$ cat src/rtl/alu_pkg.sv
// Shared definitions for the sequential ALU.
// Contents: alu_func encodings (ALU_ADD..ALU_DIV) and the FSM state type.
// Used by alu_seq, alu_muldiv_iter and the testbench.
package alu_pkg;

  localparam int unsigned FUNC_W = 3;

  localparam logic [FUNC_W-1:0] ALU_ADD = 3'b000;
  localparam logic [FUNC_W-1:0] ALU_SUB = 3'b001;
  localparam logic [FUNC_W-1:0] ALU_AND = 3'b010;
  localparam logic [FUNC_W-1:0] ALU_OR  = 3'b011;
  localparam logic [FUNC_W-1:0] ALU_XOR = 3'b100;
  localparam logic [FUNC_W-1:0] ALU_SLT = 3'b101;
  localparam logic [FUNC_W-1:0] ALU_MUL = 3'b110;
  localparam logic [FUNC_W-1:0] ALU_DIV = 3'b111;

  typedef enum logic [1:0] {
    S_IDLE = 2'd0,
    S_BUSY = 2'd1,
    S_DONE = 2'd2
  } state_t;

endpackage

$ cat src/rtl/alu_muldiv_iter.sv
// Iterative multiply / divide engine, one iteration per clock, WIDTH iterations.
// The first iteration is performed on the start edge directly from a/b, so the
// result registers (q, r) and the done pulse land WIDTH-1 edges after start.
// Ports:
//   clk, rst   clock, synchronous active-high reset
//   start      begin an operation (operands sampled on this edge)
//   op         0 = MUL (unsigned shift-add), 1 = DIV (unsigned restoring)
//   a, b       operands (MUL: a*b, DIV: a/b)
//   done       one-cycle pulse, q/r valid from this cycle on
//   q          MUL: low WIDTH bits of product; DIV: quotient
//   r          DIV: remainder; 0 for MUL
// Macro ALU_DIV_EN: when undefined the divider path is not built and start is
// ignored for op=1.
module alu_muldiv_iter
  import alu_pkg::*;
#(
  parameter int unsigned WIDTH = 32
) (
  input  logic             clk,
  input  logic             rst,
  input  logic             start,
  input  logic             op,
  input  logic [WIDTH-1:0] a,
  input  logic [WIDTH-1:0] b,
  output logic             done,
  output logic [WIDTH-1:0] q,
  output logic [WIDTH-1:0] r
);

  localparam int unsigned CNT_W = $clog2(WIDTH) + 1;

  logic [CNT_W-1:0] cnt;
  logic             busy;
  logic [WIDTH-1:0] acc;   // MUL: partial product; DIV: partial remainder
  logic [WIDTH-1:0] sh;    // MUL: multiplier; DIV: dividend shifting out, quotient in
  logic [WIDTH-1:0] opnd;  // MUL: multiplicand; DIV: divisor

  logic             go;
  logic             div_src;
  logic [WIDTH-1:0] acc_src, sh_src, opnd_src;
  logic [WIDTH-1:0] acc_step, sh_step;

`ifdef ALU_DIV_EN
  logic             is_div;
  logic [WIDTH:0]   trial;
  assign go = start;
`else
  assign go = start & ~op;
`endif

  // One iteration, fed from fresh operands on the start edge, else from the registers
  always_comb begin
`ifdef ALU_DIV_EN
    div_src = go ? op : is_div;
`else
    div_src = 1'b0;
`endif
    acc_src  = go ? '0 : acc;
    sh_src   = go ? (div_src ? a : b) : sh;
    opnd_src = go ? (div_src ? b : a) : opnd;
    // MSB-first shift-add: acc = 2*acc + (multiplier bit ? multiplicand : 0)
    acc_step = {acc_src[WIDTH-2:0], 1'b0} + (sh_src[WIDTH-1] ? opnd_src : '0);
    sh_step  = {sh_src[WIDTH-2:0], 1'b0};
`ifdef ALU_DIV_EN
    // Restoring step: bring down next dividend bit, subtract divisor if it fits
    trial = {acc_src, sh_src[WIDTH-1]} - {1'b0, opnd_src};
    if (div_src) begin
      if (!trial[WIDTH]) begin
        acc_step = trial[WIDTH-1:0];
        sh_step  = {sh_src[WIDTH-2:0], 1'b1};
      end else begin
        acc_step = {acc_src[WIDTH-2:0], sh_src[WIDTH-1]};
      end
    end
`endif
  end

  // Iteration state and result capture
  always_ff @(posedge clk) begin
    if (rst) begin
      cnt  <= '0;
      busy <= 1'b0;
      done <= 1'b0;
      acc  <= '0;
      sh   <= '0;
      opnd <= '0;
      q    <= '0;
      r    <= '0;
`ifdef ALU_DIV_EN
      is_div <= 1'b0;
`endif
    end else begin
      done <= 1'b0;
      if (go) begin
        acc  <= acc_step;
        sh   <= sh_step;
        opnd <= opnd_src;
        cnt  <= CNT_W'(WIDTH - 1);
        busy <= 1'b1;
`ifdef ALU_DIV_EN
        is_div <= op;
`endif
      end else if (busy) begin
        acc <= acc_step;
        sh  <= sh_step;
        cnt <= cnt - CNT_W'(1);
        if (cnt == CNT_W'(1)) begin
          busy <= 1'b0;
          done <= 1'b1;
          q    <= div_src ? sh_step : acc_step;
          r    <= div_src ? acc_step : '0;
        end
      end
    end
  end

endmodule

$ cat src/rtl/alu_seq.sv
// Multi-cycle ALU with valid/ready handshake on input and output.
// Single-cycle ops (ADD/SUB/AND/OR/XOR/SLT) complete on the accept edge; MUL and
// DIV run on alu_muldiv_iter. Results are held until out_ready is sampled high.
// Ports:
//   clk, rst            clock, synchronous active-high reset
//   in_valid/in_ready   operand handshake (in_ready high only in IDLE)
//   a, b, alu_func      operands and op select
//   out_valid/out_ready result handshake
//   data_out, rem_out   result / DIV remainder (0 for other ops)
//   div_zero, illegal   flags, valid with out_valid
// Macro ALU_DIV_EN: enables DIV; when undefined func 111 reports illegal.
module alu_seq
  import alu_pkg::*;
#(
  parameter int unsigned WIDTH = 32
) (
  input  logic              clk,
  input  logic              rst,
  input  logic              in_valid,
  output logic              in_ready,
  input  logic [WIDTH-1:0]  a,
  input  logic [WIDTH-1:0]  b,
  input  logic [FUNC_W-1:0] alu_func,
  output logic              out_valid,
  input  logic              out_ready,
  output logic [WIDTH-1:0]  data_out,
  output logic [WIDTH-1:0]  rem_out,
  output logic              div_zero,
  output logic              illegal
);

  state_t           state, state_nxt;
  logic [WIDTH-1:0] data_nxt, rem_nxt;
  logic             dz_nxt, ill_nxt;
  logic             eng_start, eng_op, eng_done;
  logic [WIDTH-1:0] eng_q, eng_r;

  assign eng_op = (alu_func == ALU_DIV);

  alu_muldiv_iter #(.WIDTH(WIDTH)) u_muldiv (
    .clk   (clk),
    .rst   (rst),
    .start (eng_start),
    .op    (eng_op),
    .a     (a),
    .b     (b),
    .done  (eng_done),
    .q     (eng_q),
    .r     (eng_r)
  );

  // Next state, next result and engine launch
  always_comb begin
    state_nxt = state;
    data_nxt  = data_out;
    rem_nxt   = rem_out;
    dz_nxt    = div_zero;
    ill_nxt   = illegal;
    eng_start = 1'b0;
    unique case (state)
      S_IDLE: begin
        if (in_valid) begin
          state_nxt = S_DONE;
          rem_nxt   = '0;
          dz_nxt    = 1'b0;
          ill_nxt   = 1'b0;
          case (alu_func)
            ALU_ADD: data_nxt = a + b;
            ALU_SUB: data_nxt = a - b;
            ALU_AND: data_nxt = a & b;
            ALU_OR:  data_nxt = a | b;
            ALU_XOR: data_nxt = a ^ b;
            ALU_SLT: data_nxt = WIDTH'($signed(a) < $signed(b));
            ALU_MUL: begin
              eng_start = 1'b1;
              state_nxt = S_BUSY;
            end
            default: begin  // ALU_DIV
`ifdef ALU_DIV_EN
              if (b == '0) begin
                data_nxt = '1;
                rem_nxt  = a;
                dz_nxt   = 1'b1;
              end else begin
                eng_start = 1'b1;
                state_nxt = S_BUSY;
              end
`else
              data_nxt = '0;
              ill_nxt  = 1'b1;
`endif
            end
          endcase
        end
      end
      S_BUSY: begin
        if (eng_done) begin
          state_nxt = S_DONE;
          data_nxt  = eng_q;
          rem_nxt   = eng_r;
        end
      end
      S_DONE: begin
        if (out_ready) state_nxt = S_IDLE;
      end
      default: state_nxt = S_IDLE;
    endcase
  end

  // State and registered outputs; handshake flags track the next state
  always_ff @(posedge clk) begin
    if (rst) begin
      state     <= S_IDLE;
      in_ready  <= 1'b1;
      out_valid <= 1'b0;
      data_out  <= '0;
      rem_out   <= '0;
      div_zero  <= 1'b0;
      illegal   <= 1'b0;
    end else begin
      state     <= state_nxt;
      in_ready  <= (state_nxt == S_IDLE);
      out_valid <= (state_nxt == S_DONE);
      data_out  <= data_nxt;
      rem_out   <= rem_nxt;
      div_zero  <= dz_nxt;
      illegal   <= ill_nxt;
    end
  end

endmodule

$ cat config.mk
export PLATFORM = sky130hd
export DESIGN_NAME = alu_seq
export DESIGN_NICKNAME = d
export VERILOG_FILES = /design/src/rtl/alu_pkg.sv /design/src/rtl/alu_muldiv_iter.sv /design/src/rtl/alu_seq.sv
export SDC_FILE = /design/constraint.sdc
export NUM_CORES = 1
export LEC_CHECK = 0
export CAP_MARGIN = 10
export CORE_MARGIN = 2
export CORE_UTILIZATION = 53
export DETAILED_ROUTE_END_ITERATION = 6
export HOLD_SLACK_MARGIN = 0.03
export PLACE_DENSITY = 0.78
export SLEW_MARGIN = 0
export SYNTH_ARGS = -nofsm -noshare
export SYNTH_HDL_FRONTEND = slang
export SYNTH_SLANG_ARGS = --single-unit
$ cat constraint.sdc
create_clock -name clk -period 5.3 [get_ports clk]
set_input_delay 1.06 -clock clk [delete_from_list [all_inputs] [get_ports clk]]
set_output_delay 1.06 -clock clk [all_outputs]
set_load 0.02 [all_outputs]
==> results of run 1 <==
state kept, by name, indices dropped and copies added (netlist names), 2 cells and up:
signal and cells:
u_muldiv.q 32, data_out 32, u_muldiv.acc 31, u_muldiv.cnt 6, u_muldiv.opnd 32, state 2, u_muldiv.sh 31
layout make-up:
| type | count | share of cell area [%] |
|---|---|---|
| repair buffers | 197 | 10.9 |
| clock inverters | 15 | 1.02 |
| multi-input cells | 1487 | 58.9 |
| flip-flops and latches | 171 | 21.4 |
| inverters | 106 | 2.50 |
| clock buffers | 17 | 2.65 |
| well taps | 335 | 2.62 |
path summary, 6_finish.rpt:
check,from,endpoint,slack (ns),cells after the start
min,u_muldiv.acc[13]$_SDFFE_PP0P_,u_muldiv.acc[13]$_SDFFE_PP0P_,0.45,2
max,in_valid,u_muldiv.q[31]$_SDFFE_PP0P_,0.24,18
min reg2reg,u_muldiv.acc[13]$_SDFFE_PP0P_,u_muldiv.acc[13]$_SDFFE_PP0P_,0.45,2
max reg2reg,state[0]$_SDFF_PP0_,u_muldiv.q[31]$_SDFFE_PP0P_,1.02,17
power groups by stage:
stage / Combinational (mW) / Sequential, mW / Clock (mW)
finish: 0.968 / 1.36 / 1.30
global route: 1.04 / 1.36 / 1.36
CTS: 0.940 / 1.35 / 1.30
detailed placement: 0.934 / 1.38 / 0
global placement: 0.927 / 1.38 / 0
floorplan: 0.607 / 1.40 / 0
worst max-delay path: stages:
cell             delay [ns]
clkdlybuf4s50_1        0.51
nor2b_2                0.17
nand2b_1               0.08
or3_4                  0.43
a21oi_2                0.20
nor2_1                 0.07
ha_1                   0.23
fa_1                   0.47
a21o_1                 0.23
a311oi_2               0.28
or3b_4                 0.21
a21oi_2                0.08
a31o_1                 0.24
a41o_1                 0.27
o41a_1                 0.34
a31oi_1                0.18
xor2_1                 0.21
a211oi_2               0.09
layout by cell type (no fill, tap or decap), drive strengths merged, types with 8 or more instances in the layout:
cell and n:
nand2 195, ha 135, nor3 32, xor2 12, a31oi 15, o211ai 28
o2111ai 8, or3 9, o21ai 73, and3 11, nand3 24, xnor2 43
nor2b 14, clkdlybuf4s50 103, mux2i 34, conb 33, and2 37, clkbuf 17
nand2b 16, buf 94, dfxtp 171, o21a 11, o31ai 11, a221oi 10
a2111oi 16, a211oi 61, nor2 251, nor4 9, o21bai 20, o22ai 10
a21oi 251, a21o 17, inv 115
routing by layer:
layer | vias up | track usage, % | part of all wire (%)
met5 | - | 0 | 0
met4 | 0 | 8.05 | 2.0
met3 | 68 | 5.84 | 9.9
met2 | 677 | 49.1 | 43
met1 | 6625 | 47.1 | 45
li1 | 6751 | - | -
through the flow:
step                setup WS [ns]  hold WS [ns]
floorplan                0.000826         0.427
CTS                         0.108         0.450
detailed placement         -0.330         0.439
global placement           -0.225         0.433
finish                      0.243         0.449
global route               0.0132         0.466
cells by family (layout without fill, tap and decap cells):
kind of cell / count (synthesis) / after routing
adder cells (fa/ha/maj): 138 / 138
buffers and inverters: 265 / 335
other: 1 / 33
AND/OR/NAND/NOR: 627 / 627
XOR/XNOR: 55 / 55
AO/OA/AOI/OAI: 599 / 599
multiplexers: 35 / 35
flip-flops: 171 / 171
==> metrics.md, run 1 <==
| Metric | Value |
|---|---|
| Main combinational cell family by area after synthesis | `compound AO/OA/AOI/OAI gates` |
| Area of placed instances | `0.0154 sq mm` |
| Vias | `between 10000 and 15000` |
| Tot GR Track Use | `32.2%` |
| Total power | `about 3.6 mW` |
| Ports | `139` |
| Outcome | `completed` |
| Resize count post-CTS | `0` |
| IO buf count | `roughly 110` |
| Main flop type after synthesis | `dfxtp_1` |
| Inst Count DP | `2296` |
| Synth Area in Compound Gates | `28.1%` |
| Async S/R FF share, synth | `0%` |
| Clk slew on worst S/H paths | `0.08 ns` |
| Syn Inst Count | `1891` |
| Sequential area share after synthesis | `24.7%` |
| Min Tclk post-route | `5.06 ns` |
| Clock Skew | `roughly 0.017 ns` |
| Initial Util | `53.7%` |
| Worst setup SP type | `primary input` |
| Post-synth cell types | `88` |
| Final setup vio count | `0` |
| First-pass GRT wire length | `between 70000 and 80000 um` |
| Final ANT Viol Nets | `0` |
| Iteration-0 DRC Markers | `1517` |
| Clock Path Buffers | `2` |
| Area growth syn-to-layout | `15.6%` |
| Number of H-tree levels | `4` |
| CTS Buf Count | `17` |
| Initial antenna violation count | `0` |
| CP Capture Type | `register` |
| Yosys warning total | `0` |
| Min-Delay Path Class | `reg2reg` |
| Die X | `166 um` |
| Accumulated negative setup slack | `0 ns` |
| DRC | `0` |
| Drt total wl | `approximately 46000 um` |
| CP max FO | `7` |
| Pleak | `approximately 6.6 nW` |
| Post-Synth XOR/XNOR Area | `3.47%` |
| Register area | `between 0.003 and 0.004 sq mm` |
| PD cells | `226 mW/mm^2` |
| Most frequent cells after synthesis | `251 x nor2_1, 249 x a21oi_1, 195 x nand2_1, 171 x dfxtp_1, 135 x ha_1` |
| Clk sink count | `171` |
| Final slew viol count | `0` |
| Syn_area_per_cell | `~7.3 sq um` |
| Vias in the first global route | `13000` |
| Flop pwr share | `37.4%` |
| WL/cell | `19.8 um` |
| Post-synthesis simple-gate area fraction | `20.2%` |
| Comb power frac | `26.7%` |
| Adder-cell share of the synthesized area | `12.6%` |
| Setup Fix Bufs, Post-CTS | `0` |
| Ratio of final minimum period to clock period | `a little over nine tenths` |
| Synthesized cell area | `0.0139 sq mm` |
| Fmax | `0.198 GHz` |
| Row count | `59` |
| Sw Share | `35.9%` |
| Critical path type | `in2reg` |
| Final net count | `2189` |
| Post-synth EDFFs | `0` |
| N_diodes | `0` |
| Skew-Pair Late Insertion Delay | `0.44 ns` |
| HPWL after detailed placement | `33800 um` |
| Worst EP required | `5.59 ns` |
| Hold Fails Final Rpt | `0` |
| # hold bufs at CTS | `0` |
| Die area | `0.0275 sq mm` |
| Final GP Congestion | `0.983` |
| Seq cells post-synth | `~170` |
| Data arrival, critical path | `around 5.3 ns` |
| Largest net degree at the start of global routing | `approximately 130` |
| Unrepaired setup endpoints after global routing | `no` |
| Slew @ Worst Pin | `slightly above 1 ns` |
| Chip Height | `166 um` |
| CTS root buf | `clkbuf_16` |
| Max_slew headroom | `32.0%` |
| Multi-input gate area | `0.00944 sq mm` |
| Synth top area share | `24.7%` |
| Ranking of synthesized cells by area | `dfxtp_1 25%, ha_1 12%, a21oi_1 9.0%` |
| Max-capacitance violation count | `0` |
| Most common cell in the synthesized netlist | `nor2_1` |
| Filler Cells Inserted | `2377` |
| Core area | `0.0258 sq mm` |
| Mux contribution to synthesized area | `~2.6%` |
| Final instance area | `0.0160 sq mm` |
| Switching Power | `1.30 mW` |
| CTS tree | `done` |
| Post-Layout Cell Count | `2328` |
| P_int | `2.32 mW` |
| DRT Pass-1 Iters | `6` |
| Peak VDD IR | `0.000202 V` |
| Leading area contributor after synthesis | `dfxtp_1` |
| Clock Power Share | `35.9%` |
| Finished Core Util | `62.0%` |
| Gr ovfl total | `0` |
| Share of cells above drive strength 1 | `approximately 8.4%` |
| Vias/cell | `slightly above 6` |
Note: power is estimated with default switching activity, not from simulation.
==> run 2: changes to the inputs <==
- REMOVE_ABC_BUFFERS: not set -> 1
==> run 2 against run 1 <==
Clock-buffer cell count grew 1. Via count fell by 0.52%. Worst hold slack barely moved. Critical path type unchanged. Largest power group unchanged.
==> metrics.md, run 2 (same netlist as run 1, synthesis figures left out) <==
| Metric | Value |
|---|---|
| DRT Pass-1 Iters | `6 (unchanged)` |
| Setup crit start | `alu_func[2]` |
| DRT met1 WL | `19100 um (-7.8%)` |
| Max-capacitance violation count | `0 (unchanged)` |
| Worst setup SP type | `primary input` |
| Gr ovfl total | `0 (unchanged)` |
| Final slew viol count | `0 (unchanged)` |
| Clock Path Buffers | `2 (unchanged)` |
| Min Tclk post-route | `5.04 ns (-0.0185 ns)` |
| Data arrival, critical path | `5.33 ns (about the same)` |
| PD cells | `224 mW/mm^2 (-0.97%)` |
| Highest routed layer | `met4` |
| Critical path's largest stage delay | `0.65 ns (+0.14 ns)` |
| Tot GR Track Use | `31.1% (-1.1 points)` |
| Number of H-tree levels | `4 (unchanged)` |
| Vias | `14000 (-0.52%)` |
| Clk slew on worst S/H paths | `0.07 ns (about the same)` |
| Final ANT Viol Nets | `0 (unchanged)` |
| Final setup vio count | `0 (unchanged)` |
| Iteration-0 DRC Markers | `1591 (+4.9%)` |
| Largest registers | `data_out (32), u_muldiv.opnd (32), u_muldiv.q (32)` |
| Clk sink count | `171 (unchanged)` |
| Skew-Pair Late Insertion Delay | `0.44 ns (about the same)` |
| Ports | `139 (unchanged)` |
| Hold_ws | `0.448 ns (-0.000410 ns)` |
| CP cell instances | `clkdlybuf4s50_1 > nand2_1 > or3_4 > a21oi_1 > nor2_1 > ha_1 > fa_1 > a21o_1 > a311oi_2 > or3b_4 > a21oi_2 > a31o_1 > a41o_1 > o41a_1 > a31oi_1 > xor2_1 > a211oi_2` |
| Ratio of final minimum period to clock period | `95.1% (-0.35 points)` |
| Die X | `166 um (unchanged)` |
| Drt total wl | `44200 um (-4.1%)` |
| Core area | `0.0258 sq mm (unchanged)` |
| CP max FO | `9 (+2)` |
| Register area | `0.00342 sq mm (unchanged)` |
| Commonest non-fill, non-tap cells in the layout | `250 x nor2_1, 246 x a21oi_1, 195 x nand2_1, 170 x dfxtp_1, 135 x ha_1` |
| Row count | `59 (unchanged)` |
| Largest net degree at the start of global routing | `65 (-48%)` |
| Pleak | `6.50 nW (-1.5%)` |
| Slew @ Worst Pin | `0.900 ns (-0.120 ns)` |
| Chip Height | `166 um (unchanged)` |
| CTS root buf | `clkbuf_16` |
| Vias in the first global route | `13100 (+0.78%)` |
| Filler Cells Inserted | `2330 (-2.0%)` |
| Outcome | `completed` |
| RR Startpoint | `state[1]$_SDFF_PP0_` |
| HP Start | `u_muldiv.acc[25]$_SDFFE_PP0P_` |
| Critical path type | `in2reg` |
| CTS Buf Count | `17 (unchanged)` |
| Wire length on met2 | `19400 um (-3.0%)` |
| Min-Delay Path Class | `reg2reg` |
| Clock Skew | `0.0128 ns (-0.00399 ns)` |
| CTS tree | `done` |
| CP Capture Type | `register` |
| First-pass GRT wire length | `70000 um (-2.1%)` |
| Area growth syn-to-layout | `14.6%` |
| CP max-delay cell | `clkdlybuf4s50_1` |
| Finished Core Util | `61.5% (-0.52 points)` |
| Met3 wire len | `4540 um (about the same)` |
| Max_slew headroom | `39.2% (+7.3 points)` |
| IO buf count | `105 (unchanged)` |
| Initial antenna violation count | `0 (unchanged)` |
| Worst EP required | `5.59 ns (about the same)` |
| Final net count | `2175 (-0.64%)` |
| WL/cell | `19.1 um (-3.5%)` |
| DRC | `0 (unchanged)` |
| Multi-input gate area | `0.00944 sq mm (about the same)` |
| Die area | `0.0275 sq mm (unchanged)` |
| Initial Util | `53.7% (unchanged)` |
| Final GP Congestion | `0.993 (+0.93%)` |
| N_diodes | `0 (unchanged)` |
| Hold Fails Final Rpt | `0 (unchanged)` |
| Peak VDD IR | `0.000206 V (+2.1%)` |
| Vias/cell | `6.07 (+0.13%)` |
| Share of cells above drive strength 1 | `7.68% (-0.69 points)` |
| Fmax | `0.198 GHz (+0.37%)` |
| HPWL after detailed placement | `33000 um (-2.4%)` |
| Commonest non-fill, non-tap cell in the layout | `nor2_1` |
-- run 2: cell types whose count changed in the layout (fill, tap and decap cells not counted), sizes merged --
cell / delta
inv: -2
clkinv: -2
clkbuf: +1
buf: -14
clkinvlp: +2
-- run 2: what timing repair did --
item / 4_1_cts / 5_1_grt
hold buffers: 0 / 0
buffers inserted: 0 / 0
hold endpoints to repair: 0 / 0
gates resized for setup: 0 / 7
setup endpoints to repair: 0 / 6
-- run 2: routing by layer --
layer | GRT usage (%) | vias to the layer above
li1 | - | 6711
met1 | 43.9 | 6529
met2 | 48.3 | 716
met3 | 5.60 | 92
met4 | 10.0 | 0
met5 | 0 | -
-- run 2: worst paths after layout --
path                                         to  slack [ns]  cells after the start
setup / recovery    u_muldiv.q[31]$_SDFFE_PP0P_        0.26                     17
hold / removal    u_muldiv.acc[25]$_SDFFE_PP0P_        0.45                      2
setup reg to reg    u_muldiv.q[31]$_SDFFE_PP0P_        0.99                     18
hold reg to reg   u_muldiv.acc[25]$_SDFFE_PP0P_        0.45                      2
-- run 2: metrics by stage --
step                      TNS (ns)  power [mW]  setup WS (ns)  cell area, sq um  cells
final                            0        3.56          0.261             15900   2313
after global routing       -0.0652        3.69        -0.0292             15900   2313
after CTS                        0        3.53          0.175             15900   2313
after detailed placement     -2.05        2.30         -0.260             15300   2282
after global placement      -0.614        2.29         -0.148             15300   2282
after floorplan            -120.90        1.94          -2.80             13200   1764
-- run 2: critical path: cells and delay by family --
family | cells | cell delay [ns]
adder cells (fa/ha/maj) | 2 | 0.67
AND/OR/NAND/NOR | 4 | 0.80
AO/OA/AOI/OAI | 9 | 1.95
buffers and inverters | 1 | 0.65
XOR/XNOR | 1 | 0.19
-- run 2: layout make-up --
type | instances | area share, %
Inverter | 106 | 2.52
Multi-Input combinational cell | 1487 | 59.4
Timing Repair Buffer | 183 | 10.3
Clock inverter | 13 | 0.803
Tap cell | 335 | 2.64
Clock buffer | 18 | 2.76
Sequential cell | 171 | 21.6
-- run 2: where the power goes --
part	switching (mW)	leakage (nW)	internal [mW]	total, mW
logic	0.605	4.84	0.353	0.958
registers	0.0296	1.39	1.33	1.35
clock network	0.609	0.270	0.634	1.24
total	1.24	6.50	2.31	3.56
==> run 3: changes to the inputs <==
- CORE_UTILIZATION: 53 -> 54
- CTS_BUF_LIST: not set -> sky130_fd_sc_hd__clkbuf_8
- PLACE_DENSITY: 0.78 -> 0.79
==> run 3 against run 2 <==
The flow now finishes with violations (DRC). Cell area shrank 1.3%. Sequential share of layout area grew 0.27 points. Wire length grew 1.4%. Worst setup slack lost 0.036 ns. Sequential cell count is the same. First-iteration DRC count shrank 13%. Sequential power is essentially flat. Critical path depth grew 2. Worst hold slack gained 0.0035 ns. Non-clock buffer count shrank 5. Die area shrank 1.8%. Register-to-register slack lost 0.14 ns. Critical path type unchanged.
==> metrics.md, run 3 (same netlist as run 1, synthesis figures left out) <==
| Metric | Value |
|---|---|
| Outcome | `finished, violations left` |
| Failing checks | `DRC` |
| CP cell instances | `clkdlybuf4s50_1 > nor2b_1 > nand2b_1 > or3_4 > a21oi_2 > buf_4 > buf_4 > nor2_1 > ha_1 > a211oi_1 > o21ai_0 > a21oi_1 > a21oi_2 > a31o_1 > a41o_1 > o41a_1 > a31oi_1 > xor2_1 > a211oi_2` |
| Largest registers | `data_out (32), u_muldiv.opnd (32), u_muldiv.q (32)` |
| Final GP Congestion | `0.954 (-3.9%)` |
| DRT Pass-1 Iters | `7 (+1)` |
| CTS Buf Count | `17 (unchanged)` |
| PD cells | `211 mW/mm^2 (-5.9%)` |
| Pleak | `6.42 nW (-1.2%)` |
| Data arrival, critical path | `5.41 ns (+0.08 ns)` |
| Inst Count DP | `2272 (-0.44%)` |
| Hold_ws | `0.452 ns (+0.00345 ns)` |
| Share of cells above drive strength 1 | `7.40% (-0.29 points)` |
| Clk sink count | `171 (unchanged)` |
| Clk slew on worst S/H paths | `0.11 ns (+0.04 ns)` |
| Fmax | `0.197 GHz (-0.72%)` |
| Final setup vio count | `0 (unchanged)` |
| Final net count | `2170 (-0.23%)` |
| Multi-input gate area | `0.00943 sq mm (about the same)` |
| CP max FO | `25 (+16)` |
| Vias/cell | `6.03 (-0.75%)` |
| Slew @ Worst Pin | `0.969 ns (+0.0684 ns)` |
| Area growth syn-to-layout | `13.2%` |
| CP Capture Type | `register` |
| Drt total wl | `44900 um (+1.4%)` |
| CTS tree | `done` |
| Critical path's largest stage delay | `0.45 ns (-0.20 ns)` |
| Area of placed instances | `0.0153 sq mm (-0.20%)` |
| Min Tclk post-route | `5.07 ns (+0.0363 ns)` |
| Die X | `164 um (-0.91%)` |
| Initial Util | `55.1% (+1.4 points)` |
| # hold bufs at CTS | `0 (unchanged)` |
| CP max-delay cell | `clkdlybuf4s50_1` |
| Filler Cells Inserted | `2306 (-1.0%)` |
| Commonest non-fill, non-tap cells in the layout | `250 x nor2_1, 247 x a21oi_1, 195 x nand2_1, 170 x dfxtp_1, 135 x ha_1` |
| Worst EP required | `5.63 ns (+0.04 ns)` |
| Gr ovfl total | `0 (unchanged)` |
| WL/cell | `19.5 um (+1.8%)` |
| Total power | `3.30 mW (-7.1%)` |
| Number of H-tree levels | `4 (unchanged)` |
| Min-Delay Path Class | `reg2reg` |
| IO buf count | `105 (unchanged)` |
| DP Worst Slack | `-0.264 ns (-0.00387 ns)` |
| Tot GR Track Use | `32.8% (+1.7 points)` |
| Vias | `13900 (-1.1%)` |
| Finished Core Util | `62.3% (+0.81 points)` |
| Fin worst setup slack | `0.225 ns (-0.0363 ns)` |
| Clock Skew | `0.0236 ns (+0.0108 ns)` |
| Ratio of final minimum period to clock period | `95.8% (+0.69 points)` |
| Post-Layout Cell Count | `2304 (-0.39%)` |
| Initial antenna violation count | `0 (unchanged)` |
| Core area | `0.0252 sq mm (-2.5%)` |
| Vias in the first global route | `12700 (-2.4%)` |
| N_diodes | `0 (unchanged)` |
| Max-capacitance violation count | `0 (unchanged)` |
| Skew-Pair Late Insertion Delay | `0.47 ns (+0.03 ns)` |
| Die area | `0.0270 sq mm (-1.8%)` |
| Accumulated negative setup slack | `0 ns (unchanged)` |
| CTS root buf | `clkbuf_8` |
| Final slew viol count | `0 (unchanged)` |
| Final ANT Viol Nets | `0 (unchanged)` |
| Top Family by Delay on Critical Path | `compound AO/OA/AOI/OAI gates` |
| Final instance area | `0.0157 sq mm (-1.3%)` |
| Row count | `58 (-1.7%)` |
| Commonest non-fill, non-tap cell in the layout | `nor2_1` |
| Chip Height | `164 um (-0.91%)` |
| Reg2Reg Setup Slack | `0.85 ns (-0.14 ns)` |
| Hold Fails Final Rpt | `0 (unchanged)` |
| WP buf/inv | `3 (+2)` |
| Peak VDD IR | `0.000166 V (-19%)` |
| Unrepaired setup endpoints after global routing | `no` |
| First-pass GRT wire length | `69400 um (-0.94%)` |
| Largest net degree at the start of global routing | `150 (+130%)` |
| Ports | `139 (unchanged)` |
| DRC | `1 (+1)` |
| Critical path type | `in2reg` |
| Setup Fix Bufs, Post-CTS | `0 (unchanged)` |
| Iteration-0 DRC Markers | `1387 (-13%)` |
| Worst setup SP type | `primary input` |
| Max_slew headroom | `35.4% (-3.8 points)` |
| HPWL after detailed placement | `33400 um (+1.2%)` |
| Clock Path Buffers | `2 (unchanged)` |
| Register area | `0.00342 sq mm (unchanged)` |
## run 3: cell count changes in the layout (fill, tap and decap cells not counted), moves of 3 or more
cell        before  now
clkbuf_16       17    0
clkbuf_8         1   18
buf_4           78   72
clkinv_8         1    4
clkinvlp_4       3    0
## run 3: cell type report
type                            instances  area share, %
Multi-Input combinational cell       1487           60.1
Sequential cell                       171           21.8
Timing Repair Buffer                  178           10.2
Tap cell                              330           2.63
Inverter                              106           2.55
Clock buffer                           18           1.58
Clock inverter                         14           1.05
## run 3: worst min-delay path, delay by kind of cell (launching register included)
kind               cells  cell delay, ns
DFF                    1            0.32
AOI/OAI and AO/OA      1            0.05
and+or+nand+nor        1            0.05
## run 3: final timing paths
kind | depth (start not counted) | start | end
worst min register to register | 2 | u_muldiv.acc[25]$_SDFFE_PP0P_ | u_muldiv.acc[25]$_SDFFE_PP0P_
worst min-delay path | 2 | u_muldiv.acc[25]$_SDFFE_PP0P_ | u_muldiv.acc[25]$_SDFFE_PP0P_
worst max-delay path | 19 | in_valid | u_muldiv.q[31]$_SDFFE_PP0P_
worst max register to register | 18 | state[0]$_SDFF_PP0_ | u_muldiv.q[31]$_SDFFE_PP0P_
## run 3: what timing repair did
item	in CTS	in global routing
gates resized for setup	0	3
endpoints found under the hold margin	0	0
endpoints found under the setup margin	0	9
## run 3: layer usage
metal / vias to the layer above / routed length [um] / GRT usage (%)
li1: 6719 / - / -
met1: 6489 / 20100 / 46.6
met2: 625 / 19000 / 48.2
met3: 55 / 4740 / 9.07
met4: 0 / 1030 / 9.69
met5: - / 0 / 0
## run 3: power breakdown
part           switching [mW]  total, mW  internal (mW)  leakage (nW)
clock                   0.611      0.986          0.375         0.209
combinational           0.606      0.961          0.355          4.83
sequential             0.0317       1.36           1.33          1.39
total                    1.25       3.30           2.06          6.42
